<file path="src/rtl/alu_pkg.sv">
// ---------------------------------------------------------------------------
// alu_pkg
// Shared definitions for the alu command sequencer slice:
//   - DATA_W            datapath width
//   - OP_*              alu opCode encodings (0..8 arithmetic/logic, 15 LOADI)
//   - *_MSB / *_LSB     instruction word field positions
//   - state_t           sequencer FSM state encoding
//   - is_legal_op()     true for opCodes the sequencer executes
// ---------------------------------------------------------------------------
package alu_pkg;

    localparam int DATA_W = 32;

    localparam logic [3:0] OP_ADD   = 4'd0;
    localparam logic [3:0] OP_SUB   = 4'd1;
    localparam logic [3:0] OP_AND   = 4'd2;
    localparam logic [3:0] OP_OR    = 4'd3;
    localparam logic [3:0] OP_SHL   = 4'd4;
    localparam logic [3:0] OP_SHR   = 4'd5;
    localparam logic [3:0] OP_SRA   = 4'd6;
    localparam logic [3:0] OP_GT    = 4'd7;
    localparam logic [3:0] OP_LT    = 4'd8;
    localparam logic [3:0] OP_LOADI = 4'd15;

    // Instruction word layout
    localparam int OPC_MSB = 31;
    localparam int OPC_LSB = 28;
    localparam int SH_MSB  = 27;
    localparam int SH_LSB  = 23;
    localparam int RD_MSB  = 22;
    localparam int RD_LSB  = 20;
    localparam int RS1_MSB = 19;
    localparam int RS1_LSB = 17;
    localparam int RS2_MSB = 16;
    localparam int RS2_LSB = 14;

    typedef enum logic [1:0] {
        S_IDLE = 2'd0,
        S_EXEC = 2'd1,
        S_RESP = 2'd2
    } state_t;

    // Codes 9..14 are reserved and reported as errors
    function automatic logic is_legal_op(input logic [3:0] op);
        return (op <= OP_LT) || (op == OP_LOADI);
    endfunction

endpackage

</file>
<file path="src/rtl/alu.sv">
// ---------------------------------------------------------------------------
// alu
// Combinational alu driven by the sequencer.
// Ports:
//   in1, in2    [31:0] operands (treated as signed for sra/gt/lt)
//   op_code     [3:0]  operation select (OP_ADD..OP_LT)
//   shift_amt   [4:0]  shift distance for shl/shr/sra (applied to in1)
//   result      [31:0] operation result; 0 for unsupported codes
// ---------------------------------------------------------------------------
module alu
    import alu_pkg::*;
(
    input  logic [DATA_W-1:0] in1,
    input  logic [DATA_W-1:0] in2,
    input  logic [3:0]        op_code,
    input  logic [4:0]        shift_amt,
    output logic [DATA_W-1:0] result
);

    logic signed [DATA_W-1:0] in1_s;
    logic signed [DATA_W-1:0] in2_s;

    assign in1_s = in1;
    assign in2_s = in2;

    always_comb begin
        result = '0;
        case (op_code)
            OP_ADD: result = in1 + in2;
            OP_SUB: result = in1 - in2;
            OP_AND: result = in1 & in2;
            OP_OR:  result = in1 | in2;
            OP_SHL: result = in1 << shift_amt;
            OP_SHR: result = in1 >> shift_amt;
            OP_SRA: result = in1_s >>> shift_amt;
            OP_GT:  result = {{(DATA_W-1){1'b0}}, (in1_s > in2_s)};
            OP_LT:  result = {{(DATA_W-1){1'b0}}, (in1_s < in2_s)};
            default: result = '0;
        endcase
    end

endmodule

</file>
<file path="src/rtl/alu_regfile.sv">
// ---------------------------------------------------------------------------
// alu_regfile
// NREGS x 32 register file: two asynchronous read ports, one synchronous
// write port, asynchronous clear. R0 always reads as zero and ignores writes.
// Ports:
//   clk, rst_n             clock, asynchronous active-low clear
//   raddr1, raddr2 [2:0]   read indices (upper bits ignored when NREGS < 8)
//   rdata1, rdata2 [31:0]  read data
//   we                     write enable
//   waddr [2:0]            write index
//   wdata [31:0]           write data
// ---------------------------------------------------------------------------
module alu_regfile
    import alu_pkg::*;
#(
    parameter int NREGS = 8
)
(
    input  logic              clk,
    input  logic              rst_n,
    input  logic [2:0]        raddr1,
    input  logic [2:0]        raddr2,
    output logic [DATA_W-1:0] rdata1,
    output logic [DATA_W-1:0] rdata2,
    input  logic              we,
    input  logic [2:0]        waddr,
    input  logic [DATA_W-1:0] wdata
);

    localparam int AW = (NREGS > 1) ? $clog2(NREGS) : 1;

    logic [DATA_W-1:0] regs [NREGS];
    logic [AW-1:0]     ra1;
    logic [AW-1:0]     ra2;
    logic [AW-1:0]     wa;

    assign ra1 = raddr1[AW-1:0];
    assign ra2 = raddr2[AW-1:0];
    assign wa  = waddr[AW-1:0];

    // R0 is forced to zero on read so its storage never matters
    assign rdata1 = (ra1 == '0) ? '0 : regs[ra1];
    assign rdata2 = (ra2 == '0) ? '0 : regs[ra2];

    always_ff @(posedge clk or negedge rst_n) begin
        if (!rst_n) begin
            for (int i = 0; i < NREGS; i++) begin
                regs[i] <= '0;
            end
        end else if (we && (wa != '0)) begin
            regs[wa] <= wdata;
        end
    end

endmodule

</file>
<file path="src/rtl/alu_cmd_sequencer.sv">
// ---------------------------------------------------------------------------
// alu_cmd_sequencer
// Accepts 32-bit instruction words, reads operands from a local register
// file, runs them through one alu, writes the result back and returns it on
// a valid/ready response port. One instruction in flight at a time.
// Optional feature macro: ALU_STATUS_FLAGS_EN adds rsp_zero / rsp_neg.
// Ports:
//   clk, rst_n           clock, asynchronous active-low reset
//   cmd_valid/cmd_ready  instruction handshake; cmd_instr [31:0] word
//                        [31:28] op [27:23] shamt [22:20] rd [19:17] rs1
//                        [16:14] rs2 [13:0] imm
//   rsp_valid/rsp_ready  response handshake
//   rsp_result [31:0]    value written to rd (0 on error)
//   rsp_rd [2:0]         destination index of the response
//   rsp_err              reserved opCode, no write-back
//   busy                 sequencer not idle
//   rsp_zero, rsp_neg    (ALU_STATUS_FLAGS_EN only) result flags
// ---------------------------------------------------------------------------
module alu_cmd_sequencer
    import alu_pkg::*;
#(
    parameter int NREGS = 8,
    parameter int IMM_W = 14
)
(
    input  logic              clk,
    input  logic              rst_n,
    input  logic              cmd_valid,
    output logic              cmd_ready,
    input  logic [31:0]       cmd_instr,
    output logic              rsp_valid,
    input  logic              rsp_ready,
    output logic [DATA_W-1:0] rsp_result,
    output logic [2:0]        rsp_rd,
    output logic              rsp_err,
`ifdef ALU_STATUS_FLAGS_EN
    output logic              rsp_zero,
    output logic              rsp_neg,
`endif
    output logic              busy
);

    state_t            state;
    logic [31:0]       instr_q;

    logic [3:0]        op_q;
    logic [4:0]        sh_q;
    logic [2:0]        rd_q;
    logic [2:0]        rs1_q;
    logic [2:0]        rs2_q;
    logic [DATA_W-1:0] imm_ext;

    logic [DATA_W-1:0] op1;
    logic [DATA_W-1:0] op2;
    logic [DATA_W-1:0] alu_result;
    logic [DATA_W-1:0] exec_result;
    logic              exec_err;
    logic              rf_we;

    assign op_q    = instr_q[OPC_MSB:OPC_LSB];
    assign sh_q    = instr_q[SH_MSB:SH_LSB];
    assign rd_q    = instr_q[RD_MSB:RD_LSB];
    assign rs1_q   = instr_q[RS1_MSB:RS1_LSB];
    assign rs2_q   = instr_q[RS2_MSB:RS2_LSB];
    assign imm_ext = {{(DATA_W-IMM_W){instr_q[IMM_W-1]}}, instr_q[IMM_W-1:0]};

    assign cmd_ready = (state == S_IDLE);
    assign busy      = (state != S_IDLE);

    assign exec_err = !is_legal_op(op_q);

    // Write-back happens on the EXEC->RESP edge; operands were read from the
    // pre-edge register contents, so rd may alias rs1/rs2 safely.
    assign rf_we = (state == S_EXEC) && !exec_err;

    alu_regfile #(
        .NREGS (NREGS)
    ) u_regfile (
        .clk    (clk),
        .rst_n  (rst_n),
        .raddr1 (rs1_q),
        .raddr2 (rs2_q),
        .rdata1 (op1),
        .rdata2 (op2),
        .we     (rf_we),
        .waddr  (rd_q),
        .wdata  (exec_result)
    );

    alu u_alu (
        .in1       (op1),
        .in2       (op2),
        .op_code   (op_q),
        .shift_amt (sh_q),
        .result    (alu_result)
    );

    // LOADI bypasses the alu; reserved codes produce a zero result
    always_comb begin
        exec_result = '0;
        if (op_q == OP_LOADI) begin
            exec_result = imm_ext;
        end else if (op_q <= OP_LT) begin
            exec_result = alu_result;
        end
    end

    always_ff @(posedge clk or negedge rst_n) begin
        if (!rst_n) begin
            state      <= S_IDLE;
            instr_q    <= '0;
            rsp_valid  <= 1'b0;
            rsp_result <= '0;
            rsp_rd     <= '0;
            rsp_err    <= 1'b0;
`ifdef ALU_STATUS_FLAGS_EN
            rsp_zero   <= 1'b0;
            rsp_neg    <= 1'b0;
`endif
        end else begin
            case (state)
                S_IDLE: begin
                    if (cmd_valid) begin
                        instr_q <= cmd_instr;
                        state   <= S_EXEC;
                    end
                end
                S_EXEC: begin
                    rsp_valid  <= 1'b1;
                    rsp_result <= exec_result;
                    rsp_rd     <= rd_q;
                    rsp_err    <= exec_err;
`ifdef ALU_STATUS_FLAGS_EN
                    rsp_zero   <= !exec_err && (exec_result == '0);
                    rsp_neg    <= !exec_err && exec_result[DATA_W-1];
`endif
                    state      <= S_RESP;
                end
                S_RESP: begin
                    // Response fields hold until the consumer takes them
                    if (rsp_ready) begin
                        rsp_valid <= 1'b0;
                        state     <= S_IDLE;
                    end
                end
                default: begin
                    state <= S_IDLE;
                end
            endcase
        end
    end

endmodule

</file>
<file path="config.mk">
export PLATFORM = sky130hd
export DESIGN_NAME = alu_cmd_sequencer
export DESIGN_NICKNAME = d
export VERILOG_FILES = /design/src/rtl/alu_pkg.sv /design/src/rtl/alu.sv /design/src/rtl/alu_regfile.sv /design/src/rtl/alu_cmd_sequencer.sv
export SDC_FILE = /design/constraint.sdc
export NUM_CORES = 1
export LEC_CHECK = 0
export CORE_ASPECT_RATIO = 0.7
export CORE_MARGIN = 2
export CORE_UTILIZATION = 40
export CTS_BUF_LIST = sky130_fd_sc_hd__clkbuf_8 sky130_fd_sc_hd__clkbuf_16
export DETAILED_ROUTE_END_ITERATION = 10
export SLEW_MARGIN = 20
export SYNTH_ARGS = -nofsm -noshare
export SYNTH_HDL_FRONTEND = slang
export SYNTH_SLANG_ARGS = --single-unit
</file>
<file path="constraint.sdc">
create_clock -name clk -period 4.88 [get_ports clk]
set_input_delay 0.976 -clock clk [delete_from_list [all_inputs] [get_ports clk]]
set_output_delay 0.976 -clock clk [all_outputs]
set_load 0.1 [all_outputs]
</file>
==> results.txt, run 1 <==
----------------------------------------------------
[Run status]
  Result of the run ... finished clean

[Drt]
  Post-detailed-route wirelength per cell ... 29.6 um
  Routed via count divided by cell count ... 6.47
  Number of DRC markers after the initial detailed-route iteration ... 3182
  DRC ... 0
  Drt first pass iters ... 7
  Count of antenna-violating nets left after detailed routing ... 0
  Wire length after detailed routing ... 112000 um
  Total via count after detailed routing ... 24600

[Cells and area]
  Layout area overhead ... 21.1%
  Number of nets in the final layout ... 3102
  Antenna diode count ... 0
  Layout cell share with drive strength beyond 1 ... 24.2%

[Place]
  Detailed Place HPWL ... 86100 um
  Weighted congestion reported at the end of routability-driven placement ... 1.13
  PortBufs ... 74

[Clock tree]
  CTS H-tree lvls ... 1
  Sinks on Clock Net ... 295
  CTS root buf ... clkbuf_16
  Insertion delay to the later sink of the worst-skew pair ... 0.58 ns
  TritonCTS clock tree ... done
  Worst-case clock buffer depth ... 3
  Number of buffers added by the clock tree synthesis step ... 30
  Clock-pin slew of the registers on the worst-case setup and hold paths ... 0.07 ns
  Number of hold-repair buffers added at the cts stage ... 0

[Worst setup path]
  Critical R2R Launch ... instr_q[17]
  CP max-delay cell ... a221oi_2
  Worst setup path category ... reg -> reg
  Critical path buffer and inverter count ... 5
  Crit. Startpoint ... instr_q[17]
  Critical Path Most Common Cell ... buf_4
  CP startpoint kind ... register
  CP arrival ... 5.24 ns
  Chain of cells forming the critical path ... buf_4, clkbuf_16, mux2i_1, a221oi_2, ha_1, or4_1, a21oi_1, buf_4, o31ai_1, buf_4, a311oi_4, a21bo_2, a2bb2o_1, nor4_2, buf_4, o21ai_0
  Endpoint kind of the worst setup timing path ... register
  Data required time of the critical path ... 5.29 ns
  Delay-heaviest family, CP ... compound AO/OA/AOI/OAI gates
  Critical Path Max Stage Delay ... 0.60 ns
  Maximum fanout count along the critical path ... 18

[Yosys]
  Yosys synthesis warning count ... 0
  Count of distinct cell types in the synthesized netlist ... 98
  Synth area leader ... dfrtp_1
  Most frequent cell after synthesis ... nand2_1
  Synth async-reset ratio ... 100%
  Yosys top cell area share ... 30.7%
  Most area-consuming cells after synthesis ... dfrtp_1 31%, mux4_2 8.1%, o21ai_0 6.0%
  Syn nets ... 2841
  Summed instance area of the synthesized netlist ... 0.0240 mm^2
  Post-synthesis average cell area ... 8.88 um^2
  Commonest cells in the netlist ... 360 x nand2_1, 295 x dfrtp_1, 290 x o21ai_0
  Post-Synthesis Cells ... 2707
  EDFF count, synth ... 0
  Flip-flop and latch count after synthesis ... 295
  Part of the Yosys area used for sequential elements ... 30.7%
  Most instantiated flip-flop cell in the synthesis netlist ... dfrtp_1

[Floorplan]
  Height of the die ... 209 um
  Die Footprint ... 0.0621 mm^2
  Effective utilization at floorplan ... 40.3%
  I/O pin count ... 75
  Core Box Area ... 0.0597 mm^2
  Placement row count ... 75
  Die W ... 297 um

[Timing]
  Maximum achievable frequency ... 207 MHz
  Normalized max-slew margin ... 19.5%
  Final hold viol count ... 0
  Final hold slack ... 0.360 ns
  Shortest period the worst path allows ... 4.83 ns
  Number of endpoints failing setup at the final stage ... 0
  Part of the cycle the worst path needs ... 99.0%
  Final Skew ... 0.0165 ns
  RSZ-0062 raised after global routing ... yes
  Max-slew violation count ... 0
  Worst Max-Slew Pin Slew ... 1.21 ns

[GRT]
  Total congestion overflow ... 0
  Initial antenna violation count ... 2
  Global-route wire length before repair ... 164000 um
  Total Routing Usage GR ... 35.4%
  Pin count of the biggest net entering global routing ... 101
  Number of global-route vias before repair ... 23400

[Min path]
  Hold/Removal Path Class ... in -> async

[Flow run]
  Maximum capacitance violations ... 0

----------------------------------------------------
[metrics by stage]
stage / util [%] / instances / area [um^2] / TNS [ns] / worst slack [ns]
final: 48.8 / 3799 / 29100 / 0 / 0.0511
after floorplan: - / 2707 / 24000 / 0 / 0.0379
after global placement: 46.4 / 3727 / 27700 / -8.26 / -0.529
after CTS: 48.3 / 3784 / 28800 / 0 / 0.00938
after global routing: 48.8 / 3799 / 29100 / -1.37 / -0.0877
after detailed placement: 46.4 / 3727 / 27700 / -8.30 / -0.587
[timing repair]
action / CTS / global route
buffers inserted: 2 / 14
cloned: 0 / 1
resized for setup: 6 / 30
pin swaps: 0 / 4
setup endpoints to repair: 32 / 127
[flip-flops by register name (all words and copies together), names as in the netlist]
| name | flops |
|---|---|
| u_regfile.regs | 224 |
| instr_q | 32 |
| rsp_result | 32 |
| rsp_rd | 3 |
| state | 2 |
| rsp_err | 1 |
| rsp_valid | 1 |
[placed cells by master (no fill, tap or decap), types with 11 or more instances in the layout]
cell	instances
nand4_1	22
ha_1	94
clkdlybuf4s50_1	73
nand2b_1	14
a221oi_2	19
mux2_2	96
a21o_1	19
nor2_1	167
o2111ai_1	12
nand2_1	358
a211oi_1	24
nor2b_1	15
a22oi_1	15
inv_1	103
mux4_2	87
nand3_1	28
or2_2	16
a221oi_1	46
o21ai_1	62
a21oi_1	148
clkbuf_16	32
and3_1	11
a22o_1	50
mux2i_1	137
o22ai_1	19
o221ai_1	13
dfrtp_1	287
o31ai_1	15
buf_4	352
a31oi_1	20
nor4_1	13
o21ai_0	286
o211ai_1	27
nor3_1	45
[layer usage]
metal,track usage (%),part of all wire (%)
met5,0,0.027
met4,13.4,4.5
met3,11.2,12
met2,49.4,40
met1,50.7,44
[path summary, 6_finish.rpt]
kind                       depth (start not counted)  slack [ns]                  end
max                                               16        0.05  u_regfile.regs[157]
min                                                1        0.36   u_regfile.regs[70]
max reg2reg                                       16        0.05  u_regfile.regs[157]
min reg2reg                                        2        0.48       rsp_result[15]
max in group asynchronous                          2        3.47          instr_q[26]
min in group clk                                   2        0.48       rsp_result[15]
[logic make-up after synthesis]
logic type	share of synthesized area, %
compound gates	25.2
simple gates	14.3
mux	18.7
buf+inv	5.51
flops	30.7
fa+ha+maj	5.16
xor+xnor	0.437
[area by class of cell]
class,instances,area (um^2)
Fill cell,5679,30600
Multi-Input combinational cell,2091,15500
Sequential cell,295,7400
Timing Repair Buffer,441,3690
Tap cell,808,1010
Clock buffer,38,872
Inverter,109,409
Clock inverter,17,215
Power of run 1 is left out: the tool's default activity adds up to more than one toggle a clock period on the data nets, which glitch-free logic cannot reach.
==> inputs of run 2 (changes only) <==
Settings changed: SLEW_MARGIN 20 to default.
Clock period 4.88 ns to 6.3 ns, I/O delays scaled along.
==> run 2 against run 1 <==
Against the previous run:
- final area shrank 7.5%
- via count shrank 4.5%
- count of clock-buffer cells in the layout down 4
- critical path type unchanged
- highest routed layer is now met4
- register-to-register slack better by 0.31 ns
- setup slack improved by 0.31 ns
- wire length shrank 2.3%
==> results.txt, run 2 (synthesis gave the netlist of run 1 again) <==
----------------------------------------------------
[Run status]
  Result of the run ... finished clean

[Cells and area]
  Most frequent standard cell in the layout excluding fill and tap cells ... nand2_1
  Layout area overhead ... 12.0%
  Number of nets in the final layout ... 2866 (-7.6%)
  Registers with the most flip-flops ... u_regfile.regs (224), instr_q (32), rsp_result (32)
  Finished Layout Cells ... 3563 (-6.2%)
  Commonest cells after routing, fill and taps aside ... 360 x nand2_1, 290 x o21ai_0, 287 x dfrtp_1
  Largest register FFs ... 224 (unchanged)
  Layout cell share with drive strength beyond 1 ... 16.9% (-7.3 points)
  Biggest register ... u_regfile.regs
  Antenna diode count ... 0 (unchanged)

[GRT]
  Met1 usage ... 51.6% (+0.89 points)
  Pin count of the biggest net entering global routing ... 136 (+35%)
  Total Routing Usage GR ... 34.6% (-0.83 points)
  Number of global-route vias before repair ... 22200 (-5.1%)
  Initial antenna violation count ... 0 (-2)
  M3 GR Usage ... 7.88% (-3.3 points)
  Total congestion overflow ... 0 (unchanged)
  M2 GR Usage ... 48.3% (-1.2 points)
  Most used routing layer in global routing ... met1
  Global-route wire length before repair ... 159000 um (-2.9%)

[Worst setup path]
  Data required time of the critical path ... 6.75 ns (+1.46 ns)
  Worst flop-to-flop path endpoint ... u_regfile.regs[213]
  CP startpoint kind ... register
  Critical R2R Launch ... instr_q[14]
  CP arrival ... 6.39 ns (+1.15 ns)
  Endpoint kind of the worst setup timing path ... register
  Setup crit end ... u_regfile.regs[213]
  Maximum fanout count along the critical path ... 21 (+3)
  Worst setup slack for register-to-register paths ... 0.36 ns (+0.31 ns)
  Worst setup path category ... reg -> reg
  Crit. Startpoint ... instr_q[14]
  Cell depth of the worst flop-to-flop path ... 13 (-3)

[Timing]
  RSZ-0062 raised after global routing ... no
  Shortest period the worst path allows ... 5.94 ns (+1.11 ns)
  Final Skew ... 0.0143 ns (-0.00214 ns)
  Part of the cycle the worst path needs ... 94.3% (-4.6 points)
  Final hold slack ... 0.479 ns (+0.119 ns)
  Normalized max-slew margin ... 16.5% (-3.1 points)
  Maximum achievable frequency ... 168 MHz (-19%)
  Fin Setup TNS ... 0 ns (unchanged)
  Number of endpoints failing setup at the final stage ... 0 (unchanged)
  Max-slew violation count ... 0 (unchanged)
  Worst Max-Slew Pin Slew ... 1.24 ns (+0.0375 ns)
  Final hold viol count ... 0 (unchanged)

[Clock tree]
  Worst-case clock buffer depth ... 3 (unchanged)
  TritonCTS clock tree ... done
  CTS root buf ... clkbuf_16
  Clock-pin slew of the registers on the worst-case setup and hold paths ... 0.06 ns (about the same)
  Sinks on Clock Net ... 295 (unchanged)
  CTS H-tree lvls ... 1 (unchanged)
  Number of buffers added by the clock tree synthesis step ... 31 (+3.3%)
  Insertion delay to the later sink of the worst-skew pair ... 0.58 ns (about the same)

[Floorplan]
  Height of the die ... 209 um (unchanged)
  Die Footprint ... 0.0621 mm^2 (unchanged)
  Effective utilization at floorplan ... 40.3% (unchanged)
  I/O pin count ... 75 (unchanged)
  Core Box Area ... 0.0597 mm^2 (unchanged)
  Placement row count ... 75 (unchanged)
  Die W ... 297 um (unchanged)

[Min path]
  Hold/Removal Path Class ... reg -> reg

[Drt]
  DRC ... 0 (unchanged)
  Total via count after detailed routing ... 23500 (-4.5%)
  Drt first pass iters ... 7 (unchanged)
  Wire length after detailed routing ... 110000 um (-2.3%)
  Count of antenna-violating nets left after detailed routing ... 0 (unchanged)
  Post-detailed-route wirelength per cell ... 30.8 um (+4.2%)
  Routed via count divided by cell count ... 6.59 (+1.8%)
  Number of DRC markers after the initial detailed-route iteration ... 3206 (+0.75%)

[Place]
  Weighted congestion reported at the end of routability-driven placement ... 1.05 (-6.7%)
  Detailed Place HPWL ... 82400 um (-4.3%)
  # placed instances ... 3507 (-5.9%)
  PortBufs ... 74 (unchanged)

[Flow run]
  Maximum capacitance violations ... 0 (unchanged)

----------------------------------------------------
[run 2: timing repair]
item | CTS | global route
hold buffers | 0 | 0
hold endpoints to repair | 0 | 0
setup buffers | 0 | 0
endpoints found under the setup margin | 0 | 8
resized for setup | 0 | 1
[run 2: worst max-delay path, cell delays in order, from the launching register on]
cell       delay, ns
dfrtp_4         0.62
nor2b_2         0.50
buf_4           0.28
a22o_1          0.15
mux2i_1         0.22
ha_1            0.60
inv_1           0.21
a2111oi_1       0.64
nand4_1         0.19
o21ai_0         0.54
nand3_1         0.34
a221oi_1        0.64
o2111ai_2       0.44
mux2_2          0.42
[run 2: how the worst min path moves through the flow]
stage	from	end	slack, ns	depth (start not counted)
CTS	rsp_err	rsp_err	0.48	2
floorplan	u_regfile.regs[135]	u_regfile.regs[135]	0.46	2
finish	rsp_result[17]	rsp_result[17]	0.48	2
detailed placement	rsp_err	rsp_err	0.46	2
global placement	rsp_result[5]	rsp_result[5]	0.46	2
global route	rsp_result[19]	rsp_result[19]	0.51	2
[run 2: through the flow]
step / util (%) / cell area, um^2 / worst slack, ns
after floorplan: - / 24000 / 1.23
after global placement: 43.5 / 26000 / 0.455
after detailed placement: 43.5 / 26000 / 0.389
after CTS: 45.1 / 26900 / 0.371
after global routing: 45.1 / 26900 / 0.161
final: 45.1 / 26900 / 0.358
[run 2: area by class of cell]
class	count	area [um^2]
fill	5864	32800
multi-input combinational	2091	15400
sequential	295	7400
timing repair buffer	204	1760
tap	808	1010
clock buffer	34	817
inverter	109	409
clock inverter	22	149
[run 2: per-layer routing]
| metal | share of wire (%) | routed length (um) | vias up |
|---|---|---|---|
| li1 | - | - | 10100 |
| met1 | 45 | 49700 | 11800 |
| met2 | 40 | 44100 | 1362 |
| met3 | 10 | 11200 | 198 |
| met4 | 4.3 | 4710 | 0 |
| met5 | 0 | 0 | - |
Power of run 2 is left out for the same reason.
==> variant, RTL diff (flow settings as in run 2) <==
Re-encode `state_t` (3 states) as one-hot, 3 bits wide.
--- a/src/rtl/alu_pkg.sv
+++ b/src/rtl/alu_pkg.sv
@@ -34,10 +34,10 @@
     localparam int RS2_MSB = 16;
     localparam int RS2_LSB = 14;
 
-    typedef enum logic [1:0] {
-        S_IDLE = 2'd0,
-        S_EXEC = 2'd1,
-        S_RESP = 2'd2
+    typedef enum logic [2:0] {
+        S_IDLE = 3'b001,
+        S_EXEC = 3'b010,
+        S_RESP = 3'b100
     } state_t;
 
     // Codes 9..14 are reserved and reported as errors
Behaviour: same outputs for any inputs over 4 cycles, from zero or initial values and one cycle with rst_n low; so few cycles prove little.
==> variant against run 2 <==
- the run now ends with max-capacitance violations left
- wire length is 7.7% lower
- sequential cell count is 1 higher
- count of clock-buffer cells in the layout is 3 higher
- via count is 1.7% lower
- final area is 1.8% lower
- area after synthesis is 1.8% lower
- setup slack worse by 160 ps
- critical endpoint is now u_regfile.regs[64]
- highest routed layer is now met5
Power is not shown: default switching activity piles up to over one toggle a cycle in this logic, so the estimate is an artifact.
==> variant: results (changes against run 2) <==
[status]
status = finished with violations
violations = max-capacitance violations

[synth]
yosys-top-cells-area = dfrtp_1, mux4_2, a21oi_1
yosysUniqueCellTypes = 93  ; -5.1%

[setup_path]
regToRegEndpoint = u_regfile.regs[64]
crit_path_start = instr_q[17]
max_stage_delay_ps = 730  ; +90 ps

[detailed_routing]
dr_total_vias = 23100  ; -1.7%
drt-met1-wl_um = 42900  ; -14%
wirelength_um = 101000  ; -7.7%
drt_iter0_markers = 3411  ; +6.4%
route.met3.wl_um = 13200  ; +17%
wl_met2_um = 41000  ; -7.0%

[placed_design]
dp_cells = 3410  ; -2.8%
place_area_um2 = 25400  ; -2.2%

[grt]
gr-usage-all-layers = 0.325  ; -0.0210
grt_pass1_wl_um = 149000  ; -6.6%
gr-usage-met3 = 0.105  ; +0.0259
grt_pass1_vias = 21700  ; -2.6%
grt_util_met2 = 0.453  ; -0.0298
grtUsageMet1 = 0.467  ; -0.0493
grt_max_degree = 115  ; -15%

[sta]
relSlewSlack = 0.0134  ; -0.151
setup_ws_ps = 201  ; -157 ps
skew_ps = 17.8  ; +3.44 ps

[clock_network]
cts_buffers = 29  ; -6.5%

[finish]
layout.nets = 2815  ; -1.8%
drive_gt1_frac = 0.151  ; -0.0174

[run]
drv_cap = 1  ; +1

==> variant: worst min path at each step <==
stage                         startpoint              to  cells past startpoint
final                     rsp_result[18]  rsp_result[18]                      2
after global routing           rsp_rd[2]       rsp_rd[2]                      2
after CTS                      rsp_rd[2]       rsp_rd[2]                      2
after detailed placement       rsp_rd[2]       rsp_rd[2]                      2
after global placement         rsp_rd[0]       rsp_rd[0]                      2
after floorplan              instr_q[11]     instr_q[11]                      1
==> variant: cell families after synthesis <==
group,synth area share
xor gates and xnor gates,0.00297
adders and majority gates,0.0526
AOI/OAI and AO/OA,0.241
DFF,0.314
muxes,0.194
and+or+nand+nor,0.138
buffers and inverters,0.0578
==> variant: final cells by class <==
class | instances | area [um^2]
diodes | 1 | 2.50
clock buffers | 37 | 836
clock inverters | 14 | 209
fillers | 5757 | 31900
inverters | 112 | 420
multi-input cells | 2051 | 14900
flip-flops and latches | 296 | 7420
well taps | 760 | 951
repair buffers | 191 | 1700
